### src/rtl/mig_test_pkg.sv
// rtl/mig_test_pkg.sv - shared encodings and test-pattern definition for the MIG traffic generator/checker
package mig_test_pkg;

   localparam int MAX_DATA_W = 1024;

   localparam logic [2:0] CMD_WRITE = 3'b000;
   localparam logic [2:0] CMD_READ  = 3'b001;

   typedef enum logic [1:0] {
      ST_IDLE  = 2'd0,
      ST_RUN   = 2'd1,
      ST_DRAIN = 2'd2,
      ST_DONE  = 2'd3
   } chk_state_e;

   // Beat k of a run carries byte (seed + k) mod 256 in every byte lane.
   function automatic logic [7:0] pattern_byte(input logic [7:0] seed, input logic [7:0] idx);
      return seed + idx;
   endfunction

   function automatic logic [MAX_DATA_W-1:0] pattern_word(input logic [7:0] seed, input logic [7:0] idx);
      return {(MAX_DATA_W/8){pattern_byte(seed, idx)}};
   endfunction

   // Lanes at or above nbytes are padding and never compared.
   function automatic logic pattern_match(input logic [MAX_DATA_W-1:0] data, input int nbytes,
                                          input logic [7:0] b);
      logic ok;
      ok = 1'b1;
      for (int i = 0; i < MAX_DATA_W/8; i++) begin
         if (i < nbytes && data[i*8 +: 8] != b) begin
            ok = 1'b0;
         end
      end
      return ok;
   endfunction

endpackage

### src/rtl/mig_rd_cmp_pipe.sv
// rtl/mig_rd_cmp_pipe.sv - two-stage register/compare pipeline for returned read beats
module mig_rd_cmp_pipe
   import mig_test_pkg::*;
#(
   parameter int DATA_W = 128,
   parameter int IDX_W  = 24
) (
   input  logic              clk,
   input  logic              rst,
   input  logic              vld_i,
   input  logic [DATA_W-1:0] data_i,
   input  logic [7:0]        exp_i,
   input  logic [IDX_W-1:0]  idx_i,
   output logic              fail_o,
   output logic [IDX_W-1:0]  idx_o,
   output logic [DATA_W-1:0] data_o,
   output logic              mismatch_o
);

   logic              s1_vld_q,  s1_vld_d;
   logic [DATA_W-1:0] s1_data_q, s1_data_d;
   logic [7:0]        s1_exp_q,  s1_exp_d;
   logic [IDX_W-1:0]  s1_idx_q,  s1_idx_d;
   logic              mis_q,     mis_d;
   logic              fail;

   always_comb begin
      s1_vld_d  = vld_i;
      s1_data_d = s1_data_q;
      s1_exp_d  = s1_exp_q;
      s1_idx_d  = s1_idx_q;
      if (vld_i) begin
         s1_data_d = data_i;
         s1_exp_d  = exp_i;
         s1_idx_d  = idx_i;
      end
      // fail is what stage 2 captures on the next edge; the parent counts errors off it
      fail  = s1_vld_q && !pattern_match(MAX_DATA_W'(s1_data_q), DATA_W/8, s1_exp_q);
      mis_d = fail;
   end

   always_ff @(posedge clk or posedge rst) begin
      if (rst) begin
         s1_vld_q  <= 1'b0;
         s1_data_q <= '0;
         s1_exp_q  <= '0;
         s1_idx_q  <= '0;
         mis_q     <= 1'b0;
      end else begin
         s1_vld_q  <= s1_vld_d;
         s1_data_q <= s1_data_d;
         s1_exp_q  <= s1_exp_d;
         s1_idx_q  <= s1_idx_d;
         mis_q     <= mis_d;
      end
   end

   assign fail_o     = fail;
   assign idx_o      = s1_idx_q;
   assign data_o     = s1_data_q;
   assign mismatch_o = mis_q;

endmodule

### config.mk
export PLATFORM = sky130hd
export DESIGN_NAME = mig_rd_cmp_pipe
export DESIGN_NICKNAME = d
export VERILOG_FILES = /design/src/rtl/mig_test_pkg.sv /design/src/rtl/mig_rd_cmp_pipe.sv
export SDC_FILE = /design/constraint.sdc
export NUM_CORES = 1
export LEC_CHECK = 0
export CORE_AREA = 2 2 121 123
export CTS_CLUSTER_DIAMETER = 30
export DETAILED_ROUTE_END_ITERATION = 8
export DIE_AREA = 0 0 123 125
export DONT_BUFFER_PORTS = 1
export PLACE_DENSITY = 0.7
export SYNTH_ARGS = -nofsm -noshare
export SYNTH_HDL_FRONTEND = slang
export SYNTH_SLANG_ARGS = --single-unit
### constraint.sdc
create_clock -name clk -period 7.7 [get_ports clk]
set_input_delay 1.54 -clock clk [delete_from_list [all_inputs] [get_ports clk]]
set_output_delay 1.54 -clock clk [all_outputs]
set_load 0.01 [all_outputs]
==> impl_metrics.json <==
{
  "clock-sinks": 162,
  "r2r_slack_ns": 4.82,
  "cts_hold_buf": 0,
  "io_buffers": 0,
  "postSynthAreaPerCell_um2": 14.3,
  "leakage_nw": 3.10,
  "fin_area_um2": 7620,
  "rsz0062_at_grt": "false",
  "die_y_um": 125,
  "critPathArrivalTime_ns": 3.02,
  "ant_nets": 0,
  "syn_area_um2": 6900,
  "tightest_slew_ns": 0.855,
  "tns_ns": 0,
  "cts_setup_buffers": 0,
  "drtIter0Drc": 135,
  "period_share_pct": 59.2,
  "synth_top_cells_by_count": "dfrtp_1 (162), mux2_1 (160), nand4_1 (23), or4_1 (23)",
  "nets": 639,
  "rows": 44,
  "coreArea_um2": 14200,
  "die_x_um": 123,
  "drc": 0,
  "syn_nets": 645,
  "clk_pin_slew_ns": 0.06,
  "vdd_drop_max_v": 0.000149,
  "setup_ws_ns": 3.14,
  "drv_cap": 0,
  "avgRoutedWirePerCell_um": 24.5,
  "crit_path_max_fanout": 9,
  "cts-resized-gates": 0,
  "vias": 4110,
  "cts_tree": "built",
  "syn_to_final_growth_pct": 10.4,
  "pre_cts_slack_ns": 3.56,
  "ys_seq_area_share_pct": 58.7,
  "globalplace.congestion": 0.769,
  "grt_pass1_vias": 4286,
  "max_clock_freq_ghz": 0.219,
  "async_flop_share_pct": 100,
  "start_util_pct": 48.6,
  "grt_first_pass_wirelength_um": 24700,
  "hp-class": "reg -> reg",
  "hold_violations": 0,
  "yosysMostFrequentCell": "dfrtp_1",
  "first_pass_iters": 5,
  "grt_max_degree": 162,
  "grtUsageTotal_pct": 21.6,
  "synth_area_leaders": "dfrtp_1 (59%), mux2_1 (26%), or4_1 (2.5%)",
  "synth_top_area_share_pct": 58.7,
  "synth.distinct_cells": 31,
  "p_total_mw": 2.05,
  "ys_ff_latch": 162,
  "finalSetupViolCount": 0,
  "outcome": "finished, final reports clean",
  "startpoint_type": "flip-flop",
  "synthFlopType": "dfrtp_1",
  "antenna_found_initial": 3,
  "power_density_nw_per_um2": 269,
  "clk_path_buf_depth": 2,
  "synth-edff-count": 0,
  "hold_ws_ns": 0.556,
  "setup.worst_path.class": "reg -> out",
  "placed_area_um2": 7030,
  "min_period_ns": 4.56,
  "wirelength_um": 16500,
  "worst_setup_path_end_kind": "output pin",
  "required_ns": 6.16,
  "ioPinCount": 317,
  "dieArea_um2": 15400,
  "drive_gt1_share_pct": 6.15,
  "slew_violations": 0,
  "synth_top_area_cell": "dfrtp_1",
  "dp_hpwl_um": 12200,
  "cts_root_buf": "clkbuf_16",
  "finClkSkew_ns": 0.00622,
  "overflow": 0,
  "htree_levels": 4,
  "yosysWarnings": 0,
  "postSynthCellCount": 482,
  "numCtsBuffers": 17,
  "clk_latency_ns": 0.41,
  "routed_via_density": 6.11,
  "relSlewSlack_pct": 43.0
}
-- cells in the final DEF (no fill, tap or decap), types with 5 or more instances in the layout --
cell         n
and3_1       7
clkbuf_16   17
dfrtp_1    162
mux2_1     160
mux2i_1     12
nand2_1      5
nand4_1     23
nor3_1      12
or4_1       23
xor2_1       8
-- power by group --
part	switching, mW	leakage, nW	internal (mW)
clock network	0.324	0.285	0.514
registers	0.149	1.89	0.936
logic	0.0550	0.921	0.0750
-- cell type report --
type | count | area [um^2]
Sequential cell | 162 | 4050
Antenna cell | 1 | 2.50
Inverter | 2 | 12.5
Timing Repair Buffer | 1 | 7.51
Multi-Input combinational cell | 292 | 2720
Clock inverter | 6 | 93.8
Fill cell | 1145 | 6590
Tap cell | 184 | 230
Clock buffer | 25 | 495
-- through the flow --
| step | cells | utilization (%) |
|---|---|---|
| detailed placement | 641 | 49.5 |
| floorplan | 482 | - |
| CTS | 672 | 53.6 |
| global route | 673 | 53.6 |
| finish | 673 | 53.6 |
| global placement | 641 | 49.5 |
-- routing by layer --
metal	track usage (%)	wire length [um]	share of wire, %
met4	7.62	359	2.2
met2	36.6	8480	51
met1	23.2	5780	35
met5	0	27	0.16
met3	10.9	1880	11
-- path summary, 6_finish.rpt --
kind,startpoint,to,cells after the start
max,s1_exp_q[1]$_DFFE_PP0P_,fail_o,5
max in group asynchronous,rst,data_o[33]$_DFFE_PP0P_,2
min reg2reg,idx_o[22]$_DFFE_PP0P_,idx_o[22]$_DFFE_PP0P_,1
max reg2reg,s1_exp_q[1]$_DFFE_PP0P_,mismatch_o$_DFF_PP0_,5
min in group asynchronous,rst,idx_o[23]$_DFFE_PP0P_,1
min,idx_o[22]$_DFFE_PP0P_,idx_o[22]$_DFFE_PP0P_,1
-- critical path, stage by stage, from the launching register on --
cell and delay, ns:
dfrtp_1 0.52, or4_1 0.51, mux2i_1 0.25, o2111ai_1 0.23, nor4_1 0.59, a41oi_1 0.50
-- cell families after synthesis --
kind of cell	count (synthesis)	share of synthesized area [%]
mux	172	27.8
buf+inv	28	1.83
simple gates	89	8.19
xor+xnor	11	1.40
flops	162	58.7
compound gates	20	2.01
-- sequential cells by signal, summed over array words and instances, names as in the netlist --
signal	cells
s1_exp_q	8
idx_o	24
mismatch_o	1
s1_vld_q	1
data_o	128
(Power assumes the default switching activity.)
